--- src/rtl/note_track_pkg.sv ---
// Shared types and constants for the falling-note track engine.
package note_track_pkg;

  typedef enum logic [1:0] {
    LANE0 = 2'd0,
    LANE1 = 2'd1,
    LANE2 = 2'd2
  } lane_e;

  // Horizontal pixel windows of the three lanes (inclusive bounds)
  localparam logic [9:0] LANE0_X_LO = 10'd0;
  localparam logic [9:0] LANE0_X_HI = 10'd199;
  localparam logic [9:0] LANE1_X_LO = 10'd220;
  localparam logic [9:0] LANE1_X_HI = 10'd419;
  localparam logic [9:0] LANE2_X_LO = 10'd440;
  localparam logic [9:0] LANE2_X_HI = 10'd639;

  typedef struct packed {
    logic       valid;
    lane_e      lane;
    logic [9:0] y;
  } slot_t;

  typedef enum logic [1:0] {
    ST_IDLE  = 2'd0,
    ST_FETCH = 2'd1,
    ST_SPAWN = 2'd2
  } state_e;

  // True when x falls inside the horizontal window of the given lane
  function automatic logic in_lane_window(input lane_e lane, input logic [9:0] x);
    logic [9:0] lo;
    logic [9:0] hi;
    case (lane)
      LANE0:   begin lo = LANE0_X_LO; hi = LANE0_X_HI; end
      LANE1:   begin lo = LANE1_X_LO; hi = LANE1_X_HI; end
      LANE2:   begin lo = LANE2_X_LO; hi = LANE2_X_HI; end
      default: begin lo = 10'd1;      hi = 10'd0;      end
    endcase
    return (x >= lo) && (x <= hi);
  endfunction

  // Note pattern, {R,G,B} with bit2 = lane0: a chord opener, single
  // lane0 notes, and a rest on the last beat.
  function automatic logic [2:0] pattern_entry(input logic [3:0] idx);
    case (idx)
      4'd0:    return 3'b111;
      4'd15:   return 3'b000;
      default: return 3'b100;
    endcase
  endfunction

endpackage

--- src/rtl/note_pattern_rom.sv ---
// Constant note pattern ROM, asynchronous read by beat index.
module note_pattern_rom
  import note_track_pkg::*;
#(
  parameter int unsigned NOTE_LEN = 16
) (
  input  logic [3:0] index,
  output logic [2:0] data
);

  // Entries beyond the pattern length read as rests
  always_comb begin
    data = 3'b000;
    if (32'(index) < NOTE_LEN) data = pattern_entry(index);
  end

endmodule

--- src/rtl/note_track_engine.sv ---
// Steps the note pattern, spawns bars into a slot table, scrolls them and
// answers the VGA scan position with registered per-lane pixel flags.
module note_track_engine
  import note_track_pkg::*;
#(
  parameter int unsigned NSLOTS   = 8,
  parameter int unsigned NOTE_LEN = 16,
  parameter int unsigned Y_SPAWN  = 0,
  parameter int unsigned Y_END    = 479,
  parameter int unsigned STEP     = 1,
  parameter int unsigned BAR_HALF = 10
) (
  input  logic       clk,
  input  logic       reset_n,
  input  logic       run,
  input  logic       pause,
  input  logic       scroll_tick,
  input  logic       beat_tick,
  input  logic [9:0] pixel_x,
  input  logic [9:0] pixel_y,
  output logic       lane_r,
  output logic       lane_g,
  output logic       lane_b,
  output logic [3:0] active_cnt,
  output logic [3:0] beat_idx,
  output logic       pattern_done,
  output logic       spawn_ovf
);

  localparam int unsigned SLOT_W = (NSLOTS > 1) ? $clog2(NSLOTS) : 1;

  slot_t             slots      [NSLOTS];
  slot_t             slots_next [NSLOTS];
  logic              retire     [NSLOTS];
  logic [10:0]       y_adv      [NSLOTS];
  logic              free_any;
  logic [SLOT_W-1:0] alloc_idx;

  state_e     state, state_next;
  logic [2:0] mask, mask_next;
  logic       pending, pending_next;
  logic [3:0] beat_idx_next;
  logic       done_next;
  logic       ovf_next;
  logic       spawn_req;
  lane_e      spawn_lane;
  logic [3:0] cnt_next;
  logic [2:0] rom_data;
  logic [2:0] hit;
  logic [9:0] y_lo;
  logic [10:0] y_hi;

  logic scroll_en;
  logic beat_en;

  assign scroll_en = scroll_tick & ~pause;
  assign beat_en   = beat_tick & ~pause;

  note_pattern_rom #(.NOTE_LEN(NOTE_LEN)) u_rom (
    .index (beat_idx),
    .data  (rom_data)
  );

  // Retire detection and lowest-free-slot priority encoder; a slot retiring
  // this cycle already counts as free so a spawn can reuse it at once
  always_comb begin
    free_any  = 1'b0;
    alloc_idx = '0;
    for (int unsigned i = 0; i < NSLOTS; i++) begin
      y_adv[i]  = {1'b0, slots[i].y} + 11'(STEP);
      retire[i] = scroll_en && slots[i].valid && (y_adv[i] > 11'(Y_END));
      if (!free_any && (!slots[i].valid || retire[i])) begin
        free_any  = 1'b1;
        alloc_idx = SLOT_W'(i);
      end
    end
  end

  // FSM next state, pattern stepping, pending beat and overflow tracking
  always_comb begin
    state_next    = state;
    mask_next     = mask;
    pending_next  = pending;
    beat_idx_next = beat_idx;
    done_next     = 1'b0;
    ovf_next      = spawn_ovf;
    spawn_req     = 1'b0;
    spawn_lane    = LANE0;
    case (state)
      ST_IDLE: begin
        if (beat_en || (pending && !pause)) begin
          state_next = ST_FETCH;
          // a fresh tick arriving while a queued one is served stays queued
          pending_next = beat_en && pending;
        end
      end
      ST_FETCH: begin
        mask_next  = rom_data;
        state_next = ST_SPAWN;
        if (beat_idx == 4'(NOTE_LEN - 1)) begin
          beat_idx_next = '0;
          done_next     = 1'b1;
        end else begin
          beat_idx_next = beat_idx + 4'd1;
        end
      end
      ST_SPAWN: begin
        if (mask[2]) begin
          spawn_req  = 1'b1;
          spawn_lane = LANE0;
          mask_next  = {1'b0, mask[1:0]};
        end else if (mask[1]) begin
          spawn_req  = 1'b1;
          spawn_lane = LANE1;
          mask_next  = {2'b00, mask[0]};
        end else if (mask[0]) begin
          spawn_req  = 1'b1;
          spawn_lane = LANE2;
          mask_next  = 3'b000;
        end
        if (mask_next == 3'b000) state_next = ST_IDLE;
        if (spawn_req && !free_any) ovf_next = 1'b1;
      end
      default: state_next = ST_IDLE;
    endcase
    if (state != ST_IDLE && beat_en) begin
      if (pending) ovf_next = 1'b1;
      else         pending_next = 1'b1;
    end
  end

  // Next slot table: scroll/retire, then allocation overrides the same slot
  always_comb begin
    cnt_next = '0;
    for (int unsigned i = 0; i < NSLOTS; i++) begin
      slots_next[i] = slots[i];
      if (scroll_en && slots[i].valid) begin
        if (retire[i]) slots_next[i].valid = 1'b0;
        else           slots_next[i].y     = y_adv[i][9:0];
      end
      if (spawn_req && free_any && (alloc_idx == SLOT_W'(i))) begin
        slots_next[i] = '{valid: 1'b1, lane: spawn_lane, y: 10'(Y_SPAWN)};
      end
      cnt_next = cnt_next + {3'b000, slots_next[i].valid};
    end
  end

  // Per-lane OR of vertical-span and lane-window hits; span clamps at row 0
  always_comb begin
    hit  = 3'b000;
    y_lo = '0;
    y_hi = '0;
    for (int unsigned i = 0; i < NSLOTS; i++) begin
      y_lo = (slots[i].y >= 10'(BAR_HALF)) ? (slots[i].y - 10'(BAR_HALF)) : 10'd0;
      y_hi = {1'b0, slots[i].y} + 11'(BAR_HALF);
      if (slots[i].valid && in_lane_window(slots[i].lane, pixel_x) &&
          (pixel_y >= y_lo) && ({1'b0, pixel_y} <= y_hi)) begin
        case (slots[i].lane)
          LANE0:   hit[0] = 1'b1;
          LANE1:   hit[1] = 1'b1;
          LANE2:   hit[2] = 1'b1;
          default: ;
        endcase
      end
    end
  end

  // FSM state register
  always_ff @(posedge clk) begin
    if (!reset_n || !run) state <= ST_IDLE;
    else                  state <= state_next;
  end

  // Slot table, pattern position and status registers
  always_ff @(posedge clk) begin
    if (!reset_n || !run) begin
      for (int unsigned i = 0; i < NSLOTS; i++) slots[i] <= '0;
      mask         <= '0;
      pending      <= 1'b0;
      beat_idx     <= '0;
      pattern_done <= 1'b0;
      active_cnt   <= '0;
    end else begin
      for (int unsigned i = 0; i < NSLOTS; i++) slots[i] <= slots_next[i];
      mask         <= mask_next;
      pending      <= pending_next;
      beat_idx     <= beat_idx_next;
      pattern_done <= done_next;
      active_cnt   <= cnt_next;
    end
  end

  // Sticky overflow flag survives run toggles
  always_ff @(posedge clk) begin
    if (!reset_n)  spawn_ovf <= 1'b0;
    else if (run)  spawn_ovf <= ovf_next;
  end

  // Registered pixel flags
  always_ff @(posedge clk) begin
    if (!reset_n || !run) begin
      lane_r <= 1'b0;
      lane_g <= 1'b0;
      lane_b <= 1'b0;
    end else begin
      lane_r <= hit[0];
      lane_g <= hit[1];
      lane_b <= hit[2];
    end
  end

endmodule

--- config.mk ---
export PLATFORM = sky130hd
export DESIGN_NAME = note_track_engine
export DESIGN_NICKNAME = d
export VERILOG_FILES = /design/src/rtl/note_track_pkg.sv /design/src/rtl/note_pattern_rom.sv /design/src/rtl/note_track_engine.sv
export SDC_FILE = /design/constraint.sdc
export NUM_CORES = 1
export LEC_CHECK = 0
export ABC_AREA = 0
export BUFFER_PORTS_ARGS = -buffer_cell sky130_fd_sc_hd__buf_2
export CAP_MARGIN = 40
export CORE_ASPECT_RATIO = 2
export CORE_UTILIZATION = 40
export CTS_CLUSTER_DIAMETER = 50
export DETAILED_ROUTE_END_ITERATION = 10
export PLACE_DENSITY = 0.59
export SYNTH_ARGS = -nofsm -noshare
export SYNTH_HDL_FRONTEND = slang
export SYNTH_HIERARCHICAL = 1
export SYNTH_SLANG_ARGS = --single-unit
--- constraint.sdc ---
create_clock -name clk -period 14.3 [get_ports clk]
set_clock_uncertainty 0.1 [all_clocks]
set_input_delay 0.715 -clock clk [delete_from_list [all_inputs] [get_ports clk]]
set_output_delay 0.715 -clock clk [all_outputs]
set_load 0.005 [all_outputs]
Word-level counts from Yosys, hierarchy flattened
Memories as Yosys holds them, arrays and structs flattened.
Cells that the tools add are included.
- bitwise logic cells: 12
- $lt $le $gt $ge: 48
- multiplexer cells: 149
- $add $sub $neg: 32
- equality and inequality tests: 28
- reductions and logical operators: 113
- operators by type and width (cell ; number):
    $mux 10 ; 24
    $pmux 10 s3 ; 8
    $pmux 9 s3 ; 8
    $mux 13 ; 16
    $ge 10x10->1 ; 16
    $add 10x1->11 const B ; 8
    $add 10x4->11 const B ; 8
    $gt 11x9->1 const B ; 8
    $le 10x11->1 ; 8
    $ge 10x4->1 const B ; 8
    $le 10x10->1 ; 8
    $sub 10x4->10 const B ; 8
    $logic_and 1x1->1 ; 68
    $mux 1 ; 67
    $mux 3 ; 15
    $logic_not 1->1 ; 19
    $eq 2x1->1 const B ; 9
    $eq 2x2->1 const B ; 9
    $logic_not 2->1 ; 9
    $add 4x1->4 ; 4
    $mux 2 ; 7
    $eq 3x3->1 const B ; 4
    $pmux 3 s2 ; 2
    $logic_or 1x1->1 ; 10
    18 further kinds ; 31
- memories: 1
- output and inout bits: 13
- bits in writable memories: 104
- bits in registers: 19
- bits of input ports: 26
- memories (name ; depth ; bits a word ; read ports ; clocked after Yosys merged registers in ; wr ports ; RTL line ; RTL):
    slots ; 8 ; 13 ; 8 ; 0 ; 8 ; note_track_engine.sv:32 ; slot_t slots [NSLOTS];

Longest topological paths before layout
Gate-level depths: netlist of the first run.
- depth after elaboration: 37
- depth in mapped cells: 21
- gate-level depth less buffers: 20

By module
Netlist of the first run, hierarchy kept.
- modules (own cells, without submodules) (module ; cells an instance ; sequential area each (um^2) ; area each (um^2) ; times used):
    note_track_engine ; 2087 ; 2462.4 ; 16308.1 ; 1
    note_pattern_rom ; 3 ; 0.0 ; 26.3 ; 1

Worst setup path before layout of the first run
OpenSTA, ideal clock, no wires.
- path kind: register to register
- start: memory slots[0][40] in the netlist's numbering
- end: register active_cnt[2]
- stages on the path, launching flop included: 20
- data required time: 14.072 ns
- arrival time: 4.812 ns
- path slack: 9.260 ns
- clock period less this slack: 5.040 ns
- cells stage by stage: dfxtp_1 -> ha_1 -> nand3_1 -> nor3_1 -> mux2_2 -> a221oi_2 -> nand2_1 -> nor3_2 -> a21oi_1 -> fa_1 -> inv_1 -> fa_1 -> inv_1 -> fa_1 -> inv_1 -> ha_1 -> inv_1 -> fa_1 -> xor2_1 -> nor2_1
- RTL lines (item ; RTL line ; RTL):
    start, declared ; note_track_engine.sv:32 ;
    end signal, assigned ; note_track_engine.sv:189 ; active_cnt <= cnt_next;
    end, declared ; note_track_engine.sv:24 ; output logic [3:0] active_cnt,

==> results of run 1 <==
worst min-delay path: cells and delay by family, from the launching register on:
| family | cells | cell delay [ns] |
|---|---|---|
| compound gates | 1 | 0.06 |
| simple gates | 1 | 0.05 |
| flops | 1 | 0.34 |
final cells by class:
class / count / area share, %
Antenna cell: 1 / 0.0142
Clock buffer: 18 / 2.50
Clock inverter: 14 / 1.04
Inverter: 122 / 2.61
Multi-Input combinational cell: 1767 / 74.4
Sequential cell: 123 / 14.0
Tap cell: 530 / 3.77
Timing Repair Buffer: 53 / 1.69
flip-flops by register name (all words and copies together), names as in the netlist:
name and count:
state 2, mask 3, spawn_ovf 1, active_cnt 4, lane_b 1, lane_g 1, slots 104, pending 1
pattern_done 1, lane_r 1, beat_idx 4
cell families after synthesis:
logic type | share of synthesized area, %
muxes | 1.00
xor gates and xnor gates | 9.54
AOI/OAI and AO/OA | 17.8
DFF | 15.1
buffers and inverters | 4.94
and+or+nand+nor | 22.4
adders and majority gates | 29.3
per-stage QoR:
| step | hold WS (ns) | instance area, µm² | std cells | setup slack (ns) |
|---|---|---|---|---|
| floorplan | 0.345 | 16300 | 2090 | 9.26 |
| global placement | 0.357 | 16900 | 2591 | 8.54 |
| detailed placement | 0.359 | 16900 | 2595 | 8.49 |
| CTS | 0.392 | 17600 | 2627 | 8.68 |
| global route | 0.425 | 17600 | 2628 | 8.23 |
| finish | 0.388 | 17600 | 2628 | 8.59 |
layer usage:
metal	vias to the layer above	GRT usage, %	share of wire, %
met1	7266	22.9	35
met5	-	0	0
met3	192	2.83	2.6
met4	0	17.7	6.9
met2	375	50.6	56
li1	7531	-	-
final timing paths:
| kind | endpoint | cells after the start | slack (ns) | start |
|---|---|---|---|---|
| worst min-delay path | spawn_ovf | 2 | 0.39 | spawn_ovf |
| worst min register to register | spawn_ovf | 2 | 0.39 | spawn_ovf |
| worst max-delay path | active_cnt[2] | 20 | 8.59 | slots[1][13] |
| worst max register to register | active_cnt[2] | 20 | 8.59 | slots[1][13] |
power by group through the flow:
| stage | registers, µW | logic (µW) | clock network [µW] |
|---|---|---|---|
| floorplan | 351 | 82.2 | 0 |
| global placement | 351 | 134 | 0 |
| detailed placement | 351 | 140 | 0 |
| CTS | 343 | 141 | 478 |
| global route | 343 | 158 | 492 |
| finish | 343 | 140 | 473 |
cell usage in the layout (no fill, tap or decap), types with 15 or more instances in the layout:
cell type,count
sky130_fd_sc_hd__nand4_1,55
sky130_fd_sc_hd__o21ai_0,98
sky130_fd_sc_hd__ha_1,376
sky130_fd_sc_hd__a21o_1,35
sky130_fd_sc_hd__nor4_1,19
sky130_fd_sc_hd__nor2_1,199
sky130_fd_sc_hd__o211ai_1,23
sky130_fd_sc_hd__a31oi_1,15
sky130_fd_sc_hd__nand2b_1,16
sky130_fd_sc_hd__inv_1,122
sky130_fd_sc_hd__and3_1,23
sky130_fd_sc_hd__a21oi_1,131
sky130_fd_sc_hd__nor3_1,70
sky130_fd_sc_hd__dfxtp_1,123
sky130_fd_sc_hd__clkbuf_16,17
sky130_fd_sc_hd__a211oi_1,30
sky130_fd_sc_hd__o21a_1,16
sky130_fd_sc_hd__nand2_1,188
sky130_fd_sc_hd__xnor2_1,99
sky130_fd_sc_hd__buf_2,39
sky130_fd_sc_hd__nand3_1,71
sky130_fd_sc_hd__nor2b_1,21
sky130_fd_sc_hd__xor2_1,79
==> flow_summary.html, run 1 <==
<table>
<tr><th>Metric</th><th>Value</th></tr>
<tr><th colspan="2">Clock network</th></tr>
<tr><td>Buffer levels on the longest clock path</td><td>2</td></tr>
<tr><td>Total number of clock tree sinks</td><td>123</td></tr>
<tr><td>CTS buffer count</td><td>17</td></tr>
<tr><td>Insertion delay to the later sink of the worst-skew pair</td><td>0.45 ns</td></tr>
<tr><td>Level count of the clock H-tree</td><td>4</td></tr>
<tr><td>Clock transition time at the flip-flop clock pins of the worst setup and hold paths</td><td>0.07 ns</td></tr>
<tr><td>Count of buffers added by post-CTS timing repair for setup</td><td>0</td></tr>
<tr><td>Number of hold buffers added after cts</td><td>0</td></tr>
<tr><td>Quantity of gates resized following cts</td><td>0</td></tr>
<tr><td>TritonCTS clock tree</td><td>built</td></tr>
<tr><td>Root buffer selected by CTS</td><td>sky130_fd_sc_hd__clkbuf_16</td></tr>
<tr><th colspan="2">STA</th></tr>
<tr><td>Number of endpoints failing setup at the final stage</td><td>0</td></tr>
<tr><td>Pins over their slew limit</td><td>0</td></tr>
<tr><td>Setup repair after global routing missed its margin</td><td>no</td></tr>
<tr><td>Worst slew margin relative to its limit</td><td>36.4%</td></tr>
<tr><td>Highest attainable clock frequency</td><td>175 MHz</td></tr>
<tr><td>Final worst path period need</td><td>5.71 ns</td></tr>
<tr><td>Final total negative setup slack</td><td>0 ns</td></tr>
<tr><td>Transition time at the pin with the least slew margin</td><td>0.945 ns</td></tr>
<tr><td>Total count of hold-check failures in the final report</td><td>0</td></tr>
<tr><td>Period Utilization, post-route</td><td>39.9%</td></tr>
<tr><th colspan="2">Power and ir drop</th></tr>
<tr><td>Maximum VDD drop</td><td>~0.074 mV</td></tr>
<tr><td>Static leakage power</td><td>0.00683 µW</td></tr>
<tr><td>Total net switching power</td><td>279 µW</td></tr>
<tr><td>Power density cells</td><td>54.4 nW/µm²</td></tr>
<tr><td>Internal power</td><td>slightly below 700 µW</td></tr>
<tr><td>Proportion of power drawn by combinational gates</td><td>14.6%</td></tr>
<tr><td>Share of total power consumed by net switching</td><td>29.1%</td></tr>
<tr><td>Clk pwr share</td><td>49.4%</td></tr>
<tr><td>Total power draw</td><td>956 µW</td></tr>
<tr><td>Sequential power share</td><td>35.9%</td></tr>
<tr><th colspan="2">Place</th></tr>
<tr><td>Count of input and output buffers</td><td>38</td></tr>
<tr><td>Placed wire-length estimate</td><td>40600 µm</td></tr>
<tr><td>GPL Wtd Cong</td><td>0.888</td></tr>
<tr><th colspan="2">Outcome</th></tr>
<tr><td>Result of the run</td><td>finished clean</td></tr>
<tr><th colspan="2">Worst setup path</th></tr>
<tr><td>WP data required</td><td>~15 ns</td></tr>
<tr><td>Top cell family by delay on the critical path</td><td>adder cells</td></tr>
<tr><td>Worst path slowest cell</td><td>sky130_fd_sc_hd__fa_1</td></tr>
<tr><td>Startpoint class of the critical path</td><td>flop</td></tr>
<tr><td>Crit-path max FO</td><td>9</td></tr>
<tr><td>Crit path DAT</td><td>5.92 ns</td></tr>
<tr><td>Critical Path Most Common Cell</td><td>sky130_fd_sc_hd__inv_1</td></tr>
<tr><td>Critical path buffer and inverter count</td><td>5</td></tr>
<tr><td>Largest stage delay, worst path</td><td>between 0.5 and 0.6 ns</td></tr>
<tr><td>Cells traversed along the worst timing path</td><td>inv_1 &gt; ha_1 &gt; nor4b_1 &gt; a211oi_1 &gt; nor3_1 &gt; a211o_1 &gt; nor3_1 &gt; nor3_2 &gt; a21oi_1 &gt; fa_1 &gt; inv_1 &gt; fa_1 &gt; inv_1 &gt; fa_1 &gt; inv_1 &gt; ha_1 &gt; inv_1 &gt; fa_1 &gt; xor2_1 &gt; nor2_1</td></tr>
<tr><td>Path type of the worst setup path</td><td>flop to flop</td></tr>
<tr><td>Critical Path End Type</td><td>flop</td></tr>
<tr><th colspan="2">Yosys</th></tr>
<tr><td>Number of synthesized flops with an enable pin</td><td>0</td></tr>
<tr><td>Mapped Cells</td><td>2090</td></tr>
<tr><td>Top cell type by total area after synthesis</td><td>sky130_fd_sc_hd__ha_1</td></tr>
<tr><td>Most common cell in the synthesized netlist</td><td>sky130_fd_sc_hd__ha_1</td></tr>
<tr><td>Mapped Avg Cell Area</td><td>7.82 µm²</td></tr>
<tr><td>Register area share after synthesis</td><td>15.1%</td></tr>
<tr><td>Share of synthesized registers carrying an async set or reset</td><td>0%</td></tr>
<tr><td>Net count of the mapped netlist</td><td>2496</td></tr>
<tr><td>Dominant synthesized flop cell</td><td>sky130_fd_sc_hd__dfxtp_1</td></tr>
<tr><td>Portion of synthesized cell area occupied by the leading cell type</td><td>28.8%</td></tr>
<tr><td>Flops &amp; latches, synth</td><td>123</td></tr>
<tr><td>Ranking of synthesized cells by instance count</td><td>sky130_fd_sc_hd__ha_1 (376), sky130_fd_sc_hd__nor2_1 (199), sky130_fd_sc_hd__nand2_1 (188)</td></tr>
<tr><td>Post-Synthesis Cell Area</td><td>roughly 16000 µm²</td></tr>
<tr><td>Count of yosys warnings during synthesis</td><td>6</td></tr>
<tr><td>Top cells by area, synth</td><td>sky130_fd_sc_hd__ha_1 (29%), sky130_fd_sc_hd__dfxtp_1 (15%), sky130_fd_sc_hd__xnor2_1 (5.3%)</td></tr>
<tr><td>Count of distinct cell types in the synthesized netlist</td><td>slightly below 90</td></tr>
<tr><th colspan="2">Flow run</th></tr>
<tr><td>Maximum Capacitance Violations</td><td>0</td></tr>
<tr><th colspan="2">Final layout</th></tr>
<tr><td>Number of nets at the end of the flow</td><td>2490</td></tr>
<tr><td>Footprint of the multi-input gates</td><td>13100 µm²</td></tr>
<tr><td>FILL cells</td><td>4036</td></tr>
<tr><td>Layout cells sized above 1</td><td>5.34%</td></tr>
<tr><td>Post-synthesis to final-layout area growth</td><td>7.58%</td></tr>
<tr><td>Storage element area</td><td>2460 µm²</td></tr>
<tr><td>Share of the core filled with cells in the final layout</td><td>43.7%</td></tr>
<tr><th colspan="2">Floorplanning</th></tr>
<tr><td>Y dimension of the die</td><td>roughly 290 µm</td></tr>
<tr><td>Die Area</td><td>41700 µm²</td></tr>
<tr><td>Top-level port count</td><td>39</td></tr>
<tr><td>Die boundary width</td><td>145 µm</td></tr>
<tr><td>Core footprint</td><td>40200 µm²</td></tr>
<tr><td>Rows</td><td>104</td></tr>
<tr><td>Starting utilization of the core area</td><td>40.6%</td></tr>
<tr><th colspan="2">GRT</th></tr>
<tr><td>First-pass GRT wire length</td><td>80500 µm</td></tr>
<tr><td>Tot GR Track Use</td><td>25.4%</td></tr>
<tr><td>Overflow after GRT</td><td>0</td></tr>
<tr><td>Via count of the first global-routing pass</td><td>15642</td></tr>
<tr><td>Pin count of the biggest net entering global routing</td><td>21</td></tr>
<tr><td>Number of antenna violations at the first check in global routing</td><td>1</td></tr>
<tr><th colspan="2">Min path</th></tr>
<tr><td>Worst hold path type</td><td>flop to flop</td></tr>
<tr><th colspan="2">Drt</th></tr>
<tr><td>Total vias in the final route</td><td>15364</td></tr>
<tr><td>DRT Pass-1 Iters</td><td>5</td></tr>
<tr><td>Starting DRC count in detailed routing</td><td>between 800 and 900</td></tr>
<tr><td>Wire length reported by the detailed router</td><td>50800 µm</td></tr>
<tr><td>DRC violation count after routing</td><td>0</td></tr>
<tr><td>Final ANT Viol Nets</td><td>0</td></tr>
<tr><td>DR vias/cell</td><td>~6</td></tr>
<tr><td>Detailed-route wire length per cell</td><td>19.3 µm</td></tr>
</table>
(Power assumes the default switching activity.)
==> inputs of run 2 (changes only) <==
==> constraint.sdc (replaced) <==
create_clock -name clk -period 5.85 [get_ports clk]
set_clock_uncertainty 0.1 [all_clocks]
set_input_delay 0.2925 -clock clk [delete_from_list [all_inputs] [get_ports clk]]
set_output_delay 0.2925 -clock clk [all_outputs]
set_load 0.005 [all_outputs]
==> flow_summary.html, run 2 (synthesized netlist as in run 1, its figures left out) <==
<table>
<tr><th>Metric</th><th>Value</th></tr>
<tr><th colspan="2">Outcome</th></tr>
<tr><td>Result of the run</td><td>finished clean</td></tr>
<tr><th colspan="2">STA</th></tr>
<tr><td>Period Utilization, post-route</td><td>91.4% (+51 points)</td></tr>
<tr><td>Setup repair after global routing missed its margin</td><td>no</td></tr>
<tr><td>Final worst path period need</td><td>5.35 ns (-0.366 ns)</td></tr>
<tr><td>Number of endpoints failing setup at the final stage</td><td>0 (unchanged)</td></tr>
<tr><td>Final total negative setup slack</td><td>0 ns (unchanged)</td></tr>
<tr><td>Highest attainable clock frequency</td><td>187 MHz (+6.8%)</td></tr>
<tr><td>Pins over their slew limit</td><td>0 (unchanged)</td></tr>
<tr><td>Worst slew margin relative to its limit</td><td>44.6% (+8.2 points)</td></tr>
<tr><td>Minimum hold slack</td><td>0.0687 ns (-0.319 ns)</td></tr>
<tr><td>Total count of hold-check failures in the final report</td><td>0 (unchanged)</td></tr>
<tr><td>Transition time at the pin with the least slew margin</td><td>0.822 ns (-0.124 ns)</td></tr>
<tr><th colspan="2">Power and ir drop</th></tr>
<tr><td>Power density cells</td><td>128 nW/µm² (+140%)</td></tr>
<tr><td>Internal power</td><td>1590 µW (+130%)</td></tr>
<tr><td>Share of total power consumed by net switching</td><td>29.7% (+0.57 points)</td></tr>
<tr><td>Sequential power share</td><td>37.2% (+1.3 points)</td></tr>
<tr><td>Proportion of power drawn by combinational gates</td><td>15.1% (+0.5 points)</td></tr>
<tr><td>Maximum VDD drop</td><td>0.215 mV (+190%)</td></tr>
<tr><td>Total net switching power</td><td>671 µW (+140%)</td></tr>
<tr><td>Clk pwr share</td><td>47.7% (-1.7 points)</td></tr>
<tr><td>Static leakage power</td><td>0.00684 µW (+0.12%)</td></tr>
<tr><th colspan="2">Final layout</th></tr>
<tr><td>Number of nets at the end of the flow</td><td>2498 (+0.32%)</td></tr>
<tr><td>Biggest register</td><td>slots</td></tr>
<tr><td>Registers with the highest flip-flop counts</td><td>slots (104), active_cnt (4), beat_idx (4)</td></tr>
<tr><td>Layout cells sized above 1</td><td>5.61% (+0.27 points)</td></tr>
<tr><td>Highest-count cells in the layout ignoring fill and taps</td><td>sky130_fd_sc_hd__ha_1 (376), sky130_fd_sc_hd__nor2_1 (199), sky130_fd_sc_hd__nand2_1 (188), sky130_fd_sc_hd__a21oi_1 (131), sky130_fd_sc_hd__dfxtp_1 (123)</td></tr>
<tr><td>Most common cell after layout, fill and taps aside</td><td>sky130_fd_sc_hd__ha_1</td></tr>
<tr><td>Post-synthesis to final-layout area growth</td><td>7.71%</td></tr>
<tr><td>Max FFs per register</td><td>104 (unchanged)</td></tr>
<tr><th colspan="2">Drt</th></tr>
<tr><td>DR vias/cell</td><td>5.80 (-0.87%)</td></tr>
<tr><td>Starting DRC count in detailed routing</td><td>812 (-9.6%)</td></tr>
<tr><td>DRC violation count after routing</td><td>0 (unchanged)</td></tr>
<tr><td>Total vias in the final route</td><td>15271 (-0.61%)</td></tr>
<tr><td>DRT Pass-1 Iters</td><td>5 (unchanged)</td></tr>
<tr><td>Final ANT Viol Nets</td><td>0 (unchanged)</td></tr>
<tr><td>Detailed-route wire length per cell</td><td>19.5 µm (+0.83%)</td></tr>
<tr><td>Wire length reported by the detailed router</td><td>51400 µm (+1.1%)</td></tr>
<tr><th colspan="2">Floorplanning</th></tr>
<tr><td>Die Area</td><td>41700 µm² (unchanged)</td></tr>
<tr><td>Y dimension of the die</td><td>288 µm (unchanged)</td></tr>
<tr><td>Starting utilization of the core area</td><td>40.6% (unchanged)</td></tr>
<tr><td>Die boundary width</td><td>145 µm (unchanged)</td></tr>
<tr><td>Top-level port count</td><td>39 (unchanged)</td></tr>
<tr><td>Rows</td><td>104 (unchanged)</td></tr>
<tr><td>Core footprint</td><td>40200 µm² (unchanged)</td></tr>
<tr><th colspan="2">Worst setup path</th></tr>
<tr><td>Crit-path max FO</td><td>10 (+1)</td></tr>
<tr><td>WP data required</td><td>6.08 ns (-8.43 ns)</td></tr>
<tr><td>Critical Path End Type</td><td>flop</td></tr>
<tr><td>Path type of the worst setup path</td><td>flop to flop</td></tr>
<tr><td>Crit path DAT</td><td>5.58 ns (-0.34 ns)</td></tr>
<tr><td>Startpoint class of the critical path</td><td>flop</td></tr>
<tr><th colspan="2">Clock network</th></tr>
<tr><td>Insertion delay to the later sink of the worst-skew pair</td><td>0.45 ns (about the same)</td></tr>
<tr><td>Clock transition time at the flip-flop clock pins of the worst setup and hold paths</td><td>0.07 ns (about the same)</td></tr>
<tr><td>Root buffer selected by CTS</td><td>sky130_fd_sc_hd__clkbuf_16</td></tr>
<tr><td>Count of buffers added by post-CTS timing repair for setup</td><td>0 (unchanged)</td></tr>
<tr><td>Buffer levels on the longest clock path</td><td>2 (unchanged)</td></tr>
<tr><td>Level count of the clock H-tree</td><td>4 (unchanged)</td></tr>
<tr><td>Total number of clock tree sinks</td><td>123 (unchanged)</td></tr>
<tr><td>CTS buffer count</td><td>17 (unchanged)</td></tr>
<tr><td>TritonCTS clock tree</td><td>built</td></tr>
<tr><th colspan="2">Place</th></tr>
<tr><td>Count of input and output buffers</td><td>38 (unchanged)</td></tr>
<tr><td>Placed wire-length estimate</td><td>41000 µm (+0.84%)</td></tr>
<tr><td>GPL Wtd Cong</td><td>0.913 (+2.9%)</td></tr>
<tr><th colspan="2">GRT</th></tr>
<tr><td>Via count of the first global-routing pass</td><td>15514 (-0.82%)</td></tr>
<tr><td>Pin count of the biggest net entering global routing</td><td>40 (+90%)</td></tr>
<tr><td>Tot GR Track Use</td><td>25.9% (+0.53 points)</td></tr>
<tr><td>Number of antenna violations at the first check in global routing</td><td>1 (unchanged)</td></tr>
<tr><td>Overflow after GRT</td><td>0 (unchanged)</td></tr>
<tr><td>First-pass GRT wire length</td><td>82000 µm (+1.8%)</td></tr>
<tr><th colspan="2">Min path</th></tr>
<tr><td>Worst hold path type</td><td>input port to flop</td></tr>
<tr><th colspan="2">Flow run</th></tr>
<tr><td>Maximum Capacitance Violations</td><td>0 (unchanged)</td></tr>
</table>
## run 2: cell count changes in the layout (fill, tap and decap cells not counted), sizes merged
cell         before  now
clkinvlp          2    5
clkinv            2    5
clkbuf           18   17
dlygate4sd3       0    2
bufinv            3    2
buf              53   59
inv             129  124
## run 2: layout make-up
type | instances | area [µm²]
Sequential cell | 123 | 2460
Clock inverter | 14 | 148
Antenna cell | 1 | 2.50
Multi-Input combinational cell | 1767 | 13100
Tap cell | 530 | 663
Fill cell | 4064 | 22600
Timing Repair Buffer | 61 | 362
Inverter | 122 | 458
Clock buffer | 17 | 425
## run 2: path summary, 6_finish.rpt
check	endpoint	slack [ns]	cells past startpoint	start
worst max-delay path	active_cnt[2]	0.50	19	slots[0][1]
worst min-delay path	pending	0.07	3	beat_tick
worst max register to register	active_cnt[2]	0.50	19	slots[0][1]
worst min register to register	spawn_ovf	0.36	2	spawn_ovf
## run 2: per-layer routing
metal,up-vias,wire (µm),GRT usage [%]
li1,7558,-,-
met1,7232,18200,24.2
met2,325,28800,51.3
met3,156,1420,3.06
met4,0,2940,16.4
met5,-,0,0
## run 2: what timing repair did
item	4_1_cts	5_1_grt
hold buffers	2	0
setup endpoints to repair	0	1
hold endpoints to repair	2	0
resized for setup	0	1
## run 2: power by group through the flow
stage | Sequential (µW) | Clock [µW] | Combinational, µW
after global routing | 840 | 1120 | 388
final | 840 | 1080 | 341
after detailed placement | 858 | 0 | 340
after floorplan | 858 | 0 | 201
after CTS | 840 | 1090 | 343
after global placement | 858 | 0 | 326
## run 2: through the flow
| step | worst slack [ns] | instance area (µm²) | cells | power (µW) | util [%] |
|---|---|---|---|---|---|
| after detailed placement | 0.476 | 17000 | 2601 | 1200 | 42.3 |
| after CTS | 0.451 | 17600 | 2634 | 2270 | 43.7 |
| after global routing | 0.122 | 17600 | 2635 | 2350 | 43.8 |
| after floorplan | 0.810 | 16300 | 2090 | 1060 | - |
| final | 0.504 | 17600 | 2635 | 2260 | 43.8 |
| after global placement | 0.429 | 17000 | 2598 | 1180 | 42.2 |
## run 2: critical path, stage by stage, from the launching register on
cell and delay (ns):
sky130_fd_sc_hd__dfxtp_1 0.40, sky130_fd_sc_hd__ha_1 0.33, sky130_fd_sc_hd__and4_4 0.22, sky130_fd_sc_hd__a2111o_1 0.38
sky130_fd_sc_hd__or4_1 0.51, sky130_fd_sc_hd__o211a_1 0.30, sky130_fd_sc_hd__o21a_1 0.22, sky130_fd_sc_hd__nand2_2 0.21
sky130_fd_sc_hd__a21oi_1 0.14, sky130_fd_sc_hd__fa_1 0.51, sky130_fd_sc_hd__inv_1 0.05, sky130_fd_sc_hd__fa_1 0.49
sky130_fd_sc_hd__inv_1 0.05, sky130_fd_sc_hd__fa_1 0.45, sky130_fd_sc_hd__inv_1 0.07, sky130_fd_sc_hd__ha_1 0.17
sky130_fd_sc_hd__inv_1 0.06, sky130_fd_sc_hd__fa_1 0.37, sky130_fd_sc_hd__xor2_1 0.15, sky130_fd_sc_hd__nor2_1 0.06
